==> src/rtl/punc_ctrl_pkg.sv <==
// Shared definitions for the PUnC control unit and datapath: FSM states,
// LC3 opcodes, datapath select encodings and the packed control word.
package punc_ctrl_pkg;

   localparam int unsigned IR_W       = 16;
   localparam int unsigned OP_W       = 4;
   localparam int unsigned STATE_W    = 3;
   localparam int unsigned SEL2_W     = 2;
   localparam int unsigned ALU_B_W    = 3;

   typedef enum logic [STATE_W-1:0] {
      ST_FETCH  = 3'd0,
      ST_DECODE = 3'd1,
      ST_EXEC   = 3'd2,
      ST_EXEC2  = 3'd3,
      ST_HALT   = 3'd4
   } state_e;

   // LC3 opcodes (ir[15:12])
   localparam logic [OP_W-1:0] OP_BR   = 4'b0000;
   localparam logic [OP_W-1:0] OP_ADD  = 4'b0001;
   localparam logic [OP_W-1:0] OP_LD   = 4'b0010;
   localparam logic [OP_W-1:0] OP_ST   = 4'b0011;
   localparam logic [OP_W-1:0] OP_JSR  = 4'b0100;
   localparam logic [OP_W-1:0] OP_AND  = 4'b0101;
   localparam logic [OP_W-1:0] OP_LDR  = 4'b0110;
   localparam logic [OP_W-1:0] OP_STR  = 4'b0111;
   localparam logic [OP_W-1:0] OP_RSV8 = 4'b1000;
   localparam logic [OP_W-1:0] OP_NOT  = 4'b1001;
   localparam logic [OP_W-1:0] OP_LDI  = 4'b1010;
   localparam logic [OP_W-1:0] OP_STI  = 4'b1011;
   localparam logic [OP_W-1:0] OP_JMP  = 4'b1100;
   localparam logic [OP_W-1:0] OP_RSVD = 4'b1101;
   localparam logic [OP_W-1:0] OP_LEA  = 4'b1110;
   localparam logic [OP_W-1:0] OP_HALT = 4'b1111;

   // PC mux
   localparam logic [SEL2_W-1:0] PC_SEL_PC1 = 2'd0;
   localparam logic [SEL2_W-1:0] PC_SEL_ALU = 2'd1;
   localparam logic [SEL2_W-1:0] PC_SEL_RF0 = 2'd2;

   // memory read address mux
   localparam logic [SEL2_W-1:0] MEM_RADDR_PC  = 2'd0;
   localparam logic [SEL2_W-1:0] MEM_RADDR_ALU = 2'd1;
   localparam logic [SEL2_W-1:0] MEM_RADDR_IND = 2'd2;

   // memory write address mux (write data is always RF read 1)
   localparam logic MEM_WADDR_ALU = 1'b0;
   localparam logic MEM_WADDR_IND = 1'b1;

   // register file address/data muxes
   localparam logic REG_RADDR0_IR86  = 1'b0;
   localparam logic REG_RADDR0_IR119 = 1'b1;
   localparam logic REG_RADDR1_IR20  = 1'b0;
   localparam logic REG_RADDR1_IR119 = 1'b1;
   localparam logic REG_WADDR_IR119  = 1'b0;
   localparam logic REG_WADDR_R7     = 1'b1;
   localparam logic [SEL2_W-1:0] REG_WDATA_ALU = 2'd0;
   localparam logic [SEL2_W-1:0] REG_WDATA_MEM = 2'd1;
   localparam logic [SEL2_W-1:0] REG_WDATA_PC  = 2'd2;

   // ALU operand and operation selects
   localparam logic ALU_A_RF0 = 1'b0;
   localparam logic ALU_A_PC  = 1'b1;
   localparam logic [ALU_B_W-1:0] ALU_B_RF1     = 3'd0;
   localparam logic [ALU_B_W-1:0] ALU_B_IMM5    = 3'd1;
   localparam logic [ALU_B_W-1:0] ALU_B_OFF6    = 3'd2;
   localparam logic [ALU_B_W-1:0] ALU_B_PCOFF9  = 3'd3;
   localparam logic [ALU_B_W-1:0] ALU_B_PCOFF11 = 3'd4;
   localparam logic [SEL2_W-1:0] ALU_OP_ADD = 2'd0;
   localparam logic [SEL2_W-1:0] ALU_OP_AND = 2'd1;
   localparam logic [SEL2_W-1:0] ALU_OP_NOT = 2'd2;

   // condition-code source
   localparam logic CC_SRC_ALU = 1'b0;
   localparam logic CC_SRC_MEM = 1'b1;

   // every strobe and select the datapath consumes
   typedef struct packed {
      logic               ir_ld;
      logic               pc_ld;
      logic [SEL2_W-1:0]  pc_sel;
      logic [SEL2_W-1:0]  mem_raddr_sel;
      logic               mem_waddr_sel;
      logic               mem_w_en;
      logic               reg_raddr0_sel;
      logic               reg_raddr1_sel;
      logic               reg_waddr_sel;
      logic [SEL2_W-1:0]  reg_wdata_sel;
      logic               reg_w_en;
      logic               alu_a_sel;
      logic [ALU_B_W-1:0] alu_b_sel;
      logic [SEL2_W-1:0]  alu_op;
      logic               cc_ld;
      logic               cc_src_sel;
      logic               ind_ld;
   } ctrl_t;

   localparam ctrl_t CTRL_NONE = '0;

   // BR condition: any requested flag that is currently set
   function automatic logic br_taken(input logic [2:0] cond, input logic n,
                                     input logic z, input logic p);
      return (cond[2] & n) | (cond[1] & z) | (cond[0] & p);
   endfunction

endpackage

==> src/rtl/punc_decode.sv <==
// Combinational opcode decoder: produces the EXEC or EXEC2 control word for
// the current instruction plus the flags the FSM needs to sequence it.
module punc_decode
   import punc_ctrl_pkg::*;
#(
   parameter bit HALT_ON_RESERVED = 1'b1
) (
   input  logic [IR_W-1:0] ir_i,
   input  logic            n_i,
   input  logic            z_i,
   input  logic            p_i,
   input  logic            exec2_i,
   output ctrl_t           ctrl_c_o,
   output logic            two_phase_c_o,
   output logic            halt_c_o
);

   logic [OP_W-1:0] op;
   logic            unused_ir;

   assign op = ir_i[15:12];

   // register fields ir[8:6] and ir[2:0] are steered by the datapath directly
   assign unused_ir = ^{ir_i[8:6], ir_i[4:0]};

   // opcode to control word; EXEC2 word only differs for LDI/STI
   always_comb begin
      ctrl_c_o      = CTRL_NONE;
      two_phase_c_o = 1'b0;
      halt_c_o      = 1'b0;
      case (op)
         OP_ADD, OP_AND: begin
            ctrl_c_o.alu_a_sel  = ALU_A_RF0;
            ctrl_c_o.alu_b_sel  = ir_i[5] ? ALU_B_IMM5 : ALU_B_RF1;
            ctrl_c_o.alu_op     = (op == OP_AND) ? ALU_OP_AND : ALU_OP_ADD;
            ctrl_c_o.reg_waddr_sel = REG_WADDR_IR119;
            ctrl_c_o.reg_wdata_sel = REG_WDATA_ALU;
            ctrl_c_o.reg_w_en   = 1'b1;
            ctrl_c_o.cc_ld      = 1'b1;
            ctrl_c_o.cc_src_sel = CC_SRC_ALU;
         end
         OP_NOT: begin
            ctrl_c_o.alu_op     = ALU_OP_NOT;
            ctrl_c_o.reg_w_en   = 1'b1;
            ctrl_c_o.cc_ld      = 1'b1;
            ctrl_c_o.cc_src_sel = CC_SRC_ALU;
         end
         OP_BR: begin
            if (br_taken(ir_i[11:9], n_i, z_i, p_i)) begin
               ctrl_c_o.pc_ld     = 1'b1;
               ctrl_c_o.pc_sel    = PC_SEL_ALU;
               ctrl_c_o.alu_a_sel = ALU_A_PC;
               ctrl_c_o.alu_b_sel = ALU_B_PCOFF9;
            end
         end
         OP_JMP: begin
            ctrl_c_o.pc_ld          = 1'b1;
            ctrl_c_o.pc_sel         = PC_SEL_RF0;
            ctrl_c_o.reg_raddr0_sel = REG_RADDR0_IR86;
         end
         OP_JSR: begin
            // link and jump on one edge; JSRR R7 reads the pre-edge R7
            ctrl_c_o.pc_ld         = 1'b1;
            ctrl_c_o.reg_waddr_sel = REG_WADDR_R7;
            ctrl_c_o.reg_wdata_sel = REG_WDATA_PC;
            ctrl_c_o.reg_w_en      = 1'b1;
            if (ir_i[11]) begin
               ctrl_c_o.pc_sel    = PC_SEL_ALU;
               ctrl_c_o.alu_a_sel = ALU_A_PC;
               ctrl_c_o.alu_b_sel = ALU_B_PCOFF11;
            end else begin
               ctrl_c_o.pc_sel         = PC_SEL_RF0;
               ctrl_c_o.reg_raddr0_sel = REG_RADDR0_IR86;
            end
         end
         OP_LD, OP_LDR: begin
            ctrl_c_o.alu_a_sel     = (op == OP_LD) ? ALU_A_PC : ALU_A_RF0;
            ctrl_c_o.alu_b_sel     = (op == OP_LD) ? ALU_B_PCOFF9 : ALU_B_OFF6;
            ctrl_c_o.mem_raddr_sel = MEM_RADDR_ALU;
            ctrl_c_o.reg_wdata_sel = REG_WDATA_MEM;
            ctrl_c_o.reg_w_en      = 1'b1;
            ctrl_c_o.cc_ld         = 1'b1;
            ctrl_c_o.cc_src_sel    = CC_SRC_MEM;
         end
         OP_LEA: begin
            ctrl_c_o.alu_a_sel     = ALU_A_PC;
            ctrl_c_o.alu_b_sel     = ALU_B_PCOFF9;
            ctrl_c_o.reg_wdata_sel = REG_WDATA_ALU;
            ctrl_c_o.reg_w_en      = 1'b1;
         end
         OP_ST, OP_STR: begin
            ctrl_c_o.alu_a_sel      = (op == OP_ST) ? ALU_A_PC : ALU_A_RF0;
            ctrl_c_o.alu_b_sel      = (op == OP_ST) ? ALU_B_PCOFF9 : ALU_B_OFF6;
            ctrl_c_o.mem_waddr_sel  = MEM_WADDR_ALU;
            ctrl_c_o.reg_raddr1_sel = REG_RADDR1_IR119;
            ctrl_c_o.mem_w_en       = 1'b1;
         end
         OP_LDI, OP_STI: begin
            two_phase_c_o = 1'b1;
            if (!exec2_i) begin
               // first access fetches the pointer into IND
               ctrl_c_o.alu_a_sel     = ALU_A_PC;
               ctrl_c_o.alu_b_sel     = ALU_B_PCOFF9;
               ctrl_c_o.mem_raddr_sel = MEM_RADDR_ALU;
               ctrl_c_o.ind_ld        = 1'b1;
            end else if (op == OP_LDI) begin
               ctrl_c_o.mem_raddr_sel = MEM_RADDR_IND;
               ctrl_c_o.reg_wdata_sel = REG_WDATA_MEM;
               ctrl_c_o.reg_w_en      = 1'b1;
               ctrl_c_o.cc_ld         = 1'b1;
               ctrl_c_o.cc_src_sel    = CC_SRC_MEM;
            end else begin
               ctrl_c_o.mem_waddr_sel  = MEM_WADDR_IND;
               ctrl_c_o.reg_raddr1_sel = REG_RADDR1_IR119;
               ctrl_c_o.mem_w_en       = 1'b1;
            end
         end
         OP_HALT: halt_c_o = 1'b1;
         OP_RSV8, OP_RSVD: halt_c_o = HALT_ON_RESERVED;
         default: ;
      endcase
   end

endmodule

==> src/rtl/punc_control.sv <==
// PUnC LC3 control FSM: sequences fetch/decode/execute and drives every
// datapath strobe and select; HALT is absorbing until reset.
module punc_control
   import punc_ctrl_pkg::*;
#(
   parameter bit HALT_ON_RESERVED = 1'b1
) (
   input  logic             clk,
   input  logic             rst,
   input  logic [IR_W-1:0]  ir,
   input  logic             N,
   input  logic             Z,
   input  logic             P,
   output logic             ir_ld,
   output logic             pc_ld,
   output logic [1:0]       pc_sel,
   output logic [1:0]       mem_raddr_sel,
   output logic             mem_waddr_sel,
   output logic             mem_w_en,
   output logic             reg_raddr0_sel,
   output logic             reg_raddr1_sel,
   output logic             reg_waddr_sel,
   output logic [1:0]       reg_wdata_sel,
   output logic             reg_w_en,
   output logic             alu_a_sel,
   output logic [2:0]       alu_b_sel,
   output logic [1:0]       alu_op,
   output logic             cc_ld,
   output logic             cc_src_sel,
   output logic             ind_ld,
   output logic             halted
);

   state_e state_q, state_d;
   ctrl_t  exec_ctrl;
   ctrl_t  ctrl_c;
   logic   halted_c;
   logic   two_phase;
   logic   halt_op;
   logic   in_exec2;

   assign in_exec2 = (state_q == ST_EXEC2);

   punc_decode #(
      .HALT_ON_RESERVED (HALT_ON_RESERVED)
   ) u_decode (
      .ir_i          (ir),
      .n_i           (N),
      .z_i           (Z),
      .p_i           (P),
      .exec2_i       (in_exec2),
      .ctrl_c_o      (exec_ctrl),
      .two_phase_c_o (two_phase),
      .halt_c_o      (halt_op)
   );

   // state register, asynchronously forced to FETCH
   always_ff @(posedge clk or negedge rst) begin
      if (!rst) state_q <= ST_FETCH;
      else      state_q <= state_d;
   end

   // instruction sequencing
   always_comb begin
      state_d = state_q;
      case (state_q)
         ST_FETCH:  state_d = ST_DECODE;
         ST_DECODE: state_d = ST_EXEC;
         ST_EXEC: begin
            if (halt_op)        state_d = ST_HALT;
            else if (two_phase) state_d = ST_EXEC2;
            else                state_d = ST_FETCH;
         end
         ST_EXEC2:  state_d = ST_FETCH;
         ST_HALT:   state_d = ST_HALT;
         default:   state_d = ST_FETCH;
      endcase
   end

   // control outputs; reset gates everything so no write can leak mid-instruction
   always_comb begin
      ctrl_c   = CTRL_NONE;
      halted_c = 1'b0;
      if (rst) begin
         case (state_q)
            ST_FETCH: begin
               ctrl_c.mem_raddr_sel = MEM_RADDR_PC;
               ctrl_c.ir_ld         = 1'b1;
               ctrl_c.pc_ld         = 1'b1;
               ctrl_c.pc_sel        = PC_SEL_PC1;
            end
            ST_EXEC, ST_EXEC2: ctrl_c = exec_ctrl;
            ST_HALT:           halted_c = 1'b1;
            default: ;
         endcase
      end
   end

   assign ir_ld          = ctrl_c.ir_ld;
   assign pc_ld          = ctrl_c.pc_ld;
   assign pc_sel         = ctrl_c.pc_sel;
   assign mem_raddr_sel  = ctrl_c.mem_raddr_sel;
   assign mem_waddr_sel  = ctrl_c.mem_waddr_sel;
   assign mem_w_en       = ctrl_c.mem_w_en;
   assign reg_raddr0_sel = ctrl_c.reg_raddr0_sel;
   assign reg_raddr1_sel = ctrl_c.reg_raddr1_sel;
   assign reg_waddr_sel  = ctrl_c.reg_waddr_sel;
   assign reg_wdata_sel  = ctrl_c.reg_wdata_sel;
   assign reg_w_en       = ctrl_c.reg_w_en;
   assign alu_a_sel      = ctrl_c.alu_a_sel;
   assign alu_b_sel      = ctrl_c.alu_b_sel;
   assign alu_op         = ctrl_c.alu_op;
   assign cc_ld          = ctrl_c.cc_ld;
   assign cc_src_sel     = ctrl_c.cc_src_sel;
   assign ind_ld         = ctrl_c.ind_ld;
   assign halted         = halted_c;

endmodule

==> config.mk <==
export PLATFORM = sky130hd
export DESIGN_NAME = punc_control
export DESIGN_NICKNAME = d
export VERILOG_FILES = /design/src/rtl/punc_ctrl_pkg.sv /design/src/rtl/punc_decode.sv /design/src/rtl/punc_control.sv
export SDC_FILE = /design/constraint.sdc
export NUM_CORES = 1
export LEC_CHECK = 0
export CAP_MARGIN = 10
export CORE_MARGIN = 2
export CORE_UTILIZATION = 41
export CTS_BUF_LIST = sky130_fd_sc_hd__clkbuf_8
export DETAILED_ROUTE_END_ITERATION = 12
export PLACE_DENSITY = 0.95
export SLEW_MARGIN = 0
export SYNTH_ARGS = -nofsm -noshare
export SYNTH_HDL_FRONTEND = slang
export SYNTH_HIERARCHICAL = 1
export SYNTH_SLANG_ARGS = --single-unit
==> constraint.sdc <==
create_clock -name clk -period 3.4 [get_ports clk]
set_input_delay 0.51 -clock clk [delete_from_list [all_inputs] [get_ports clk]]
set_output_delay 0.51 -clock clk [all_outputs]
set_load 0.05 [all_outputs]
Word-level counts from Yosys, hierarchy flattened
Index checks and enable logic that the tools add are counted.
{"block": "classes", "eq_ne": 19, "mux": 43, "bitwise_logic": 5, "n_reduce_logical": 10}
{"op": "== test 4 bit, second input constant", "count": 8}
{"op": "one-hot mux 4 bit (7 select lines)", "count": 1}
{"op": "2-to-1 mux 23 bit", "count": 1}
{"op": "2-to-1 mux 2 bit", "count": 9}
{"op": "2-to-1 mux 17 bit", "count": 1}
{"op": "== test 4 x 3 -> 1 bit, second input constant", "count": 4}
{"op": "2-to-1 mux 1 bit", "count": 15}
{"op": "2-to-1 mux 4 bit", "count": 3}
{"op": "one-hot mux 2 bit (2 select lines)", "count": 3}
{"op": "one-hot mux 2 bit (3 select lines)", "count": 2}
{"op": "one-hot mux 3 bit (4 select lines)", "count": 1}
{"op": "one-hot mux 6 bit (2 select lines)", "count": 1}
{"op": "OR reduction 2 bit", "count": 5}
{"op": "2-to-1 mux 3 bit", "count": 3}
{"op": "one-hot mux 3 bit (3 select lines)", "count": 1}
{"op": "== test 4 x 2 -> 1 bit, second input constant", "count": 2}
{"op": "OR reduction 7 bit", "count": 1}
{"op": "== test 3 x 2 -> 1 bit, second input constant", "count": 2}
{"op": "OR reduction 3 bit", "count": 2}
{"op": "== test 4 x 1 -> 1 bit, second input constant", "count": 1}
{"op": "zero test 4 bit", "count": 1}
{"op": "one-hot mux 1 bit (2 select lines)", "count": 2}
{"op": "AND 1 bit", "count": 3}
{"op": "== test 3 x 1 -> 1 bit, second input constant", "count": 1}
{"op": "other kinds (3)", "count": 4}
{"block": "word_totals", "reg_bits": 3, "in_bits": 21, "out_inout_bits": 24, "elab_cells": 78}

Logic depth before layout (Yosys ltp)
{"block": "logic_depth", "word_depth": 7, "depth_mapped": 6, "depth_no_buf": 5}

By module
The synthesis kept the hierarchy.
{"mod": "punc_control", "n_inst": 1, "cells_per_inst": 45, "area_per_inst_um2": 401.6, "seq_area_each_um2": 75.1}
{"mod": "punc_decode", "n_inst": 1, "cells_per_inst": 58, "area_per_inst_um2": 331.6, "seq_area_each_um2": 0.0}

Worst setup path before layout
Ideal clock, no wire load.
{"block": "synth_path", "path_kind": "input port to output port", "from": "in ir[13]", "to": "out pc_ld", "t_arrival_ps": 1738, "required_ps": 2890, "path_slack_ps": 1152, "stages": 5, "n_path_buf": 1, "path_cell_list": "buf_2 > nor2_1 > o21a_1 > nand2_1 > a21oi_1"}
{"element": "from (decl)", "line": "punc_control.sv:10", "text": "input logic [IR_W-1:0] ir,"}
{"element": "to (decl)", "line": "punc_control.sv:15", "text": "output logic pc_ld,"}

==> results.toml <==
[timing]
maxSlewHeadroom_pct = 66.6
hold_viol_final = 0
tightest_slew_ns = 0.488
slew_violations = 0
setup_viol = 0
finalClockSkew_ns = 0.000649
fin_tns_setup_ns = 0
period_needed_ns = 3.12
max_freq_ghz = 0.320
fin_crit_sh_pct = 91.9
rsz0062_at_grt = "no"

[power]
ir_drop_v = 0.000378
powerDensity_mw_per_mm2 = 415
p_total_mw = 0.442
leakagePower_nw = 0.489

[cells_and_area]
nFillCells = 154
top_regs = "state_q: 3 flops"
drive_gt1_share_pct = 34.1
antenna_cells = 0
regMostFlops = "state_q"
largest_register_ffs = 3
nets = 157
area_growth_syn_to_layout_pct = 45.4

[die]
die_width_um = 46.3
row_count = 15
die_h_um = 46.3
dieArea_sq_mm = 0.00214
coreArea_sq_mm = 0.00171
ios = 45
start_util_pct = 42.9

[worst_setup_path]
slowest_delay_ns = 0.70
cp_max_fo = 4
startpoint_type = "input port"
worst-path-buf-inv = 2
cpLargestDelayFamily = "buffers and inverters"
reg2reg_from = "state_q[1]"
end_kind = "primary output"
worstSetupPathType = "in2out"
crit_slowest_cell = "clkdlybuf4s50_1"
cp_cell_sequence = "clkdlybuf4s50_1 > a222oi_1 > nor2_1 > o21a_1 > nand2_1 > a21oi_1 > clkdlybuf4s50_1"
setup.worst_path.start = "ir[11]"
arrival_ns = 2.61
cp_common_cell = "clkdlybuf4s50_1"
crit_required_ns = 2.89

[synth]
yosysUniqueCellTypes = 34
synth_top_area_share_pct = 23.9
yosysTopAreaCell = "and2_4"
synthTopCellsByCount = "20 x and2_4, 13 x nor2_1, 9 x a21oi_1"
yosys_warnings = 6
yosysSeqAreaShare_pct = 10.2
synth-async-reset-ratio_pct = 100
synth_edf_count = 0
synth_top_flop_cell = "dfrtp_1"
synthCells = 103
ys_ff_latch = 3
avgSynthCellArea_sq_um = 7.12
yosys-top-cells-area = "and2_4 24%, dfrtp_1 10%, nor2_1 6.7%"
yosysMostFrequentCell = "and2_4"
netlist_area_sq_um = 733

[detailed_routing]
dr.pass1.iters = 4
vias = 789
wire_per_inst_um = 11.1
routed_via_density = 4.93
ant_nets = 0
drtIter0Drc = 8
drt-total-wl_um = 1770
drc = 0

[placement]
gp_congestion = 0.787
portBuffers = 35
hpwl_um = 1380

[global_route]
first_global_vias = 677
grt_max_degree = 22
antenna_found_initial = 0
grtUsageTotal_pct = 16.9
grt-ovfl-total = 0
grt_pass1_wl_um = 2610

[cts]
hold_buffers = 0
insertion_delay_ns = 0.22
post_cts_resized = 0
path_clk_slew_ns = 0.03
cts-root-buf = "clkbuf_8"
post-cts-setup-buffers = 0
clockBufferDepth = 2
numCtsBuffers = 3
cts.sinks = 3
cts_tree = "built"
cts_max_level = 1

[job]
drv_cap = 0

[worst_hold_path]
hold_class = "reg2reg"
worst_hold_startpoint = "state_q[0]"

[status]
status = "finished clean"
worst paths after layout:
kind                       slack, ns    endpoint  cells past startpoint
setup / recovery                0.28       pc_ld                      7
max in group asynchronous       2.71  state_q[0]                      1
hold / removal                  0.50  state_q[2]                      1
setup reg to reg                2.48  state_q[2]                      2
min in group asynchronous       0.51  state_q[2]                      1
hold reg to reg                 0.50  state_q[2]                      1
cells in the final DEF, fill, tap and decap left out, types with 2 or more instances in the layout:
| cell type | Yosys | final |
|---|---|---|
| nand2b_1 | 5 | 5 |
| and3b_1 | 2 | 2 |
| inv_1 | 3 | 4 |
| clkbuf_8 | 0 | 3 |
| buf_4 | 5 | 18 |
| nor2b_1 | 2 | 2 |
| o21a_1 | 2 | 2 |
| o32ai_1 | 2 | 2 |
| clkdlybuf4s50_1 | 0 | 19 |
| nor2_1 | 13 | 13 |
| nor3_1 | 4 | 4 |
| and2_4 | 20 | 20 |
| o21ai_0 | 2 | 2 |
| nand2_1 | 6 | 6 |
| and2_1 | 4 | 4 |
| a21oi_1 | 9 | 9 |
| conb_1 | 1 | 2 |
| dfrtp_1 | 3 | 3 |
report_power, final:
| part | switching (mW) | leakage [nW] | internal, mW |
|---|---|---|---|
| combinational | 0.163 | 0.423 | 0.108 |
| sequential | 0.0214 | 0.0386 | 0.0493 |
| clock | 0.0238 | 0.0269 | 0.0769 |
| total | 0.208 | 0.489 | 0.234 |
cell families after synthesis:
family / after synthesis / share of synthesized area [%]
AO/OA/AOI/OAI: 22 / 20.6
buffers and inverters: 13 / 11.4
flip-flops: 3 / 10.2
other: 1 / 0.511
AND/OR/NAND/NOR: 64 / 57.2
worst reg2reg max path, stage by stage, from the launching register on:
cell,delay [ns]
dfrtp_1,0.45
or2b_1,0.26
a21oi_1,0.14
per-layer routing:
layer	GRT usage, %	vias up	wire [um]
li1	-	406	-
met1	16.9	357	694
met2	32.2	24	967
met3	2.75	2	88
met4	9.71	0	19
met5	0	-	0
stage by stage:
| step | worst slack [ns] | area (sq um) | utilization, % | hold WS [ns] | std cells |
|---|---|---|---|---|---|
| 4_1_cts | 0.269 | 1070 | 62.4 | 0.503 | 160 |
| 3_3_place_gp | 0.351 | 1020 | 59.8 | 0.496 | 156 |
| 6_report | 0.277 | 1070 | 62.4 | 0.498 | 160 |
| 3_5_place_dp | 0.280 | 1020 | 59.8 | 0.499 | 156 |
| 2_1_floorplan | 1.15 | 737 | - | 0.214 | 104 |
| 5_1_grt | 0.198 | 1070 | 62.4 | 0.518 | 160 |
area by class of cell:
| class | count | area (sq um) | area share [%] |
|---|---|---|---|
| multi-input cells | 88 | 578 | 54.2 |
| repair buffers | 37 | 325 | 30.5 |
| flip-flops and latches | 3 | 75.1 | 7.04 |
| clock buffers | 3 | 41.3 | 3.87 |
| well taps | 25 | 31.3 | 2.93 |
| inverters | 3 | 11.3 | 1.06 |
| clock inverters | 1 | 3.75 | 0.352 |
No activity file was read; power rests on OpenSTA's default activity.
==> edit 1 (same settings) <==
`HALT_ON_RESERVED` is set to 1'b1 in 2 places; all go to 1'b0.
--- a/src/rtl/punc_decode.sv
+++ b/src/rtl/punc_decode.sv
@@ -3,7 +3,7 @@
 module punc_decode
    import punc_ctrl_pkg::*;
 #(
-   parameter bit HALT_ON_RESERVED = 1'b1
+   parameter bit HALT_ON_RESERVED = 1'b0
 ) (
    input  logic [IR_W-1:0] ir_i,
    input  logic            n_i,
--- a/src/rtl/punc_control.sv
+++ b/src/rtl/punc_control.sv
@@ -3,7 +3,7 @@
 module punc_control
    import punc_ctrl_pkg::*;
 #(
-   parameter bit HALT_ON_RESERVED = 1'b1
+   parameter bit HALT_ON_RESERVED = 1'b0
 ) (
    input  logic             clk,
    input  logic             rst,
Function: changed (a bounded check fails within 4 cycles, from zero or initial values and one cycle with rst low).
==> edit 1 against the unedited design <==
- sequential cell count stayed put
- critical path depth fell by 3
- fmax rose by 4.2%
- wire length rose by 2.7%
- highest routed layer is now met3
- power shrank 1.6%
- final cell count down 1.3%
- design area rose by 3.5%
- worst setup slack better by 0.12 ns
- die area increased by 2.2%
- area after synthesis is 2.4% higher
==> edit 1: results (changes against the unedited design) <==
{| class="wikitable"
! Metric !! Value
|-
| Reg-to-reg setup timing slack || 2.46 ns (-0.02 ns)
|-
| Peak supply drop || 0.000478 V (+27%)
|-
| Critical path startpoint || rst
|-
| Tightest hold margin || 0.524 ns (+0.0255 ns)
|-
| Placed wire-length estimate || 1400 um (+1.3%)
|-
| Pre-antenna DRT Iters || 7 (+3)
|-
| Post-Place Worst Slack || 0.397 ns (+0.118 ns)
|-
| Multi-input gate area || 573 um^2 (-0.87%)
|-
| Setup clock skew after layout || 0.00173 ns (+0.00108 ns)
|-
| Maximum frequency from static timing analysis || 333 MHz (+4.2%)
|-
| Leakage Power || 0.479 nW (-1.9%)
|-
| Fraction of the mapped netlist area in compound gates || 18.5% (-2.1 points)
|-
| Arrival @ worst endpoint || 2.49 ns (-0.12 ns)
|-
| Setup crit end || mem_raddr_sel[1]
|-
| Pin count of the biggest net entering global routing || 22 (unchanged)
|-
| Commonest cells in the netlist || sky130_fd_sc_hd__and2_4 (20), sky130_fd_sc_hd__nand2_1 (10), sky130_fd_sc_hd__a21oi_1 (9)
|-
| Final wirelength || 1820 um (+2.7%)
|-
| Seq area share || 6.80% (-0.24 points)
|-
| Multi-In Gates || 84 (-4.5%)
|-
| Ratio of cells with drive above 1 in the final layout || 35.3% (+1.3 points)
|-
| Slew of the pin with the lowest slew margin || 0.498 ns (+0.00971 ns)
|-
| Count of plain and timing-repair buffers || 39 (+5.4%)
|-
| GR Util All Layers || 18.6% (+1.7 points)
|-
| Number of fill cells || 170 (+10%)
|-
| Top Registers || state_q: 3 flops
|-
| Detailed-route wire length per cell || 11.5 um (+4.0%)
|-
| Number of placed instances with taps included || 154 (-1.3%)
|-
| Share of final layout cell area taken by clock buffers and inverters || 4.08% (-0.14 points)
|-
| NumNets Final || 155 (-1.3%)
|-
| Avg Vias per Cell || 5.04 (+2.2%)
|-
| DRC violation total after the first TritonRoute iteration || 15 (+7)
|-
| Highest cell delay on the worst timing path || 0.79 ns (+0.09 ns)
|-
| Gate count of the mapped netlist || 101 (-1.9%)
|-
| Count of distinct cell types in the synthesized netlist || 38 (+12%)
|-
| Fraction of standard cell area in multi-input logic || 51.9% (-2.3 points)
|-
| First-pass GRT wire length || 3070 um (+18%)
|-
| CP max FO || 21 (+17)
|-
| Final GP Congestion || 0.733 (-6.9%)
|-
| Vias in the first global route || 729 (+7.7%)
|-
| Leading post-synthesis cells by cell area || sky130_fd_sc_hd__and2_4 (23%), sky130_fd_sc_hd__dfrtp_1 (10%), sky130_fd_sc_hd__buf_4 (7.0%), sky130_fd_sc_hd__a21oi_1 (6.0%), sky130_fd_sc_hd__nand2_1 (5.0%)
|-
| Result of the run || completed
|-
| Share of synthesized area occupied by flip-flops and latches || 10.0% (-0.24 points)
|}
==> edit 1: changes by cell type after synthesis, moves of 2 or more <==
cell | before | now
sky130_fd_sc_hd__nor2_1 | 13 | 5
sky130_fd_sc_hd__buf_4 | 5 | 7
sky130_fd_sc_hd__nand2_1 | 6 | 10
sky130_fd_sc_hd__nor2b_1 | 2 | 0
sky130_fd_sc_hd__o32ai_1 | 2 | 0
==> edit 1: power breakdown <==
part / internal [mW] / total [mW] / switching, mW
clock network: 0.0769 / 0.101 / 0.0243
registers: 0.0481 / 0.0707 / 0.0226
logic: 0.108 / 0.263 / 0.156
==> edit 1: cell families after synthesis <==
logic type / after synthesis
and+or+nand+nor: 61
AOI/OAI and AO/OA: 21
buffers and inverters: 15
DFF: 3
other: 1
==> edit 1: per-layer routing <==
metal	routed length (um)	global-route usage, %	vias up
met5	0	0	-
met4	0	3.33	0
met3	103	1.92	0
met2	938	34.0	33
met1	774	23.8	360
li1	-	-	403
==> edit 2 (config.mk and constraints unchanged) <==
Made on the original files. Re-encode `state_e` (5 states) as one-hot, 5 bits wide.
--- a/src/rtl/punc_ctrl_pkg.sv
+++ b/src/rtl/punc_ctrl_pkg.sv
@@ -8,12 +8,12 @@
    localparam int unsigned SEL2_W     = 2;
    localparam int unsigned ALU_B_W    = 3;
 
-   typedef enum logic [STATE_W-1:0] {
-      ST_FETCH  = 3'd0,
-      ST_DECODE = 3'd1,
-      ST_EXEC   = 3'd2,
-      ST_EXEC2  = 3'd3,
-      ST_HALT   = 3'd4
+   typedef enum logic [4:0] {
+      ST_FETCH  = 5'b00001,
+      ST_DECODE = 5'b00010,
+      ST_EXEC   = 5'b00100,
+      ST_EXEC2  = 5'b01000,
+      ST_HALT   = 5'b10000
    } state_e;
 
    // LC3 opcodes (ir[15:12])
Function: same outputs for any inputs over 10 cycles, from zero or initial values and one cycle with rst low; not proved beyond that.
==> edit 2 against the unedited design <==
- first-iteration DRC count grew to 4.4 times the old value
- sequential power is 62% higher
- critical path depth shrank 2
- worst setup slack improved by 0.26 ns
- wire length rose by 37%
- worst hold slack better by 0.083 ns
- sequential cell count grew 2
- power up 3.7%
- area after synthesis increased by 8.5%
- design area is 30% higher
- fmax increased by 9.1%
- critical endpoint unchanged
==> edit 2: results (changes against the unedited design) <==
{| class="wikitable"
! Metric !! Value
|-
| Result of the run || completed
|-
| GR Util All Layers || 23.0% (+6.0 points)
|-
| Worst slew slack as a fraction of its limit || 58.9% (-7.7 points)
|-
| Beginning of the worst hold path || state_q[1]
|-
| Commonest cells in the netlist || sky130_fd_sc_hd__and2_1 (24), sky130_fd_sc_hd__nor2_1 (12), sky130_fd_sc_hd__nor3_1 (6)
|-
| Number of flip-flops in the largest register || 5 (+2)
|-
| Placed wire-length estimate || 1990 um (+44%)
|-
| Global routing usage on met3 || 4.53% (+1.8 points)
|-
| Leakage Power || 0.553 nW (+13%)
|-
| Final GP Congestion || 0.851 (+8.1%)
|-
| First-pass GRT wire length || 3760 um (+44%)
|-
| Depth of the most critical reg-to-reg path || 2 (unchanged)
|-
| Top Registers || state_q: 5 flops
|-
| Vias in the first global route || 835 (+23%)
|-
| Avg Vias per Cell || 5.52 (+12%)
|-
| Worst-case hold path end point || state_q[4]
|-
| Met2 layer usage reported by global route || 42.9% (+11 points)
|-
| Number of fill cells || 114 (-26%)
|-
| Startpoint of the worst register-to-register path || state_q[4]
|-
| Ratio of cells with drive above 1 in the final layout || 23.4% (-11 points)
|-
| DRC violation total after the first TritonRoute iteration || 35 (+27)
|-
| Leading post-synthesis cells by cell area || sky130_fd_sc_hd__and2_1 (19%), sky130_fd_sc_hd__dfrtp_1 (13%), sky130_fd_sc_hd__nor2_1 (5.7%), sky130_fd_sc_hd__nand2b_1 (3.9%), sky130_fd_sc_hd__nor3_1 (3.8%)
|-
| NumNets Final || 163 (+3.8%)
|-
| Reg-to-reg setup timing slack || 2.15 ns (-0.33 ns)
|-
| Worst reg2reg path endpoint || state_q[4]
|-
| Arrival @ worst endpoint || 2.35 ns (-0.26 ns)
|-
| Share of synthesized area occupied by flip-flops and latches || 15.9% (+5.6 points)
|-
| Pin count of the biggest net entering global routing || 24 (+9.1%)
|-
| CP max FO || 23 (+19)
|-
| Placement Cell Area || 1340 um^2 (+31%)
|-
| Peak supply drop || 0.000550 V (+46%)
|-
| Met1 Track Usage GR || 26.5% (+9.6 points)
|-
| Detailed-route wire length per cell || 14.6 um (+32%)
|}
[edit 2: cell count changes after synthesis, moves of 2 or more]
cell / delta
sky130_fd_sc_hd__a21oi_1: -4
sky130_fd_sc_hd__a22o_1: +2
sky130_fd_sc_hd__and2_1: +20
sky130_fd_sc_hd__and2_4: -20
sky130_fd_sc_hd__clkbuf_1: +2
sky130_fd_sc_hd__nand2_1: -3
sky130_fd_sc_hd__nor3_1: +2
sky130_fd_sc_hd__nor3b_1: +2
sky130_fd_sc_hd__nor4_1: +2
sky130_fd_sc_hd__xnor2_1: +2
[edit 2: critical path, cell delays in order]
cell and delay [ns]:
sky130_fd_sc_hd__clkdlybuf4s50_1 0.47, sky130_fd_sc_hd__or3b_4 0.40, sky130_fd_sc_hd__nor3_4 0.54, sky130_fd_sc_hd__a22o_1 0.28, sky130_fd_sc_hd__buf_12 0.15
[edit 2: worst max path at each step]
stage / startpoint / end / slack [ns]
2_1_floorplan: rst / halted / 0.33
5_1_grt: rst / alu_op[1] / 0.40
3_3_place_gp: rst / pc_ld / 0.56
4_1_cts: rst / pc_ld / 0.51
6_report: rst / pc_ld / 0.54
3_5_place_dp: rst / pc_ld / 0.51
[edit 2: cell type report]
cell class | instances | area [um^2] | area share (%)
Inverter | 4 | 15.0 | 1.08
Multi-Input combinational cell | 91 | 581 | 42.0
Clock buffer | 3 | 41.3 | 2.98
Timing Repair Buffer | 37 | 586 | 42.3
Clock inverter | 1 | 3.75 | 0.271
Tap cell | 25 | 31.3 | 2.26
Sequential cell | 5 | 126 | 9.13
[edit 2: power by group]
part	switching, mW	leakage [nW]	internal [mW]	total, mW
Combinational	0.129	0.462	0.111	0.240
Sequential	0.0329	0.0644	0.0823	0.115
Clock	0.0262	0.0269	0.0771	0.103
[edit 2: logic make-up after synthesis]
group	after synthesis	share of synthesized area, %
buf+inv	16	11.6
flops	5	15.9
simple gates	65	48.9
other cells	1	0.471
xor+xnor	2	2.20
compound gates	22	20.9
[edit 2: stage by stage]
step | setup WS [ns] | std cells | hold slack, ns
after floorplan | 0.331 | 112 | 0.214
after detailed placement | 0.508 | 162 | 0.569
after CTS | 0.508 | 166 | 0.574
final | 0.536 | 166 | 0.582
after global placement | 0.561 | 162 | 0.539
after global routing | 0.402 | 166 | 0.597
[edit 2: routing by layer]
metal	vias up	wire [um]
met5	-	0
met4	0	27
met3	2	98
met2	38	1370
met1	435	933
li1	442	-
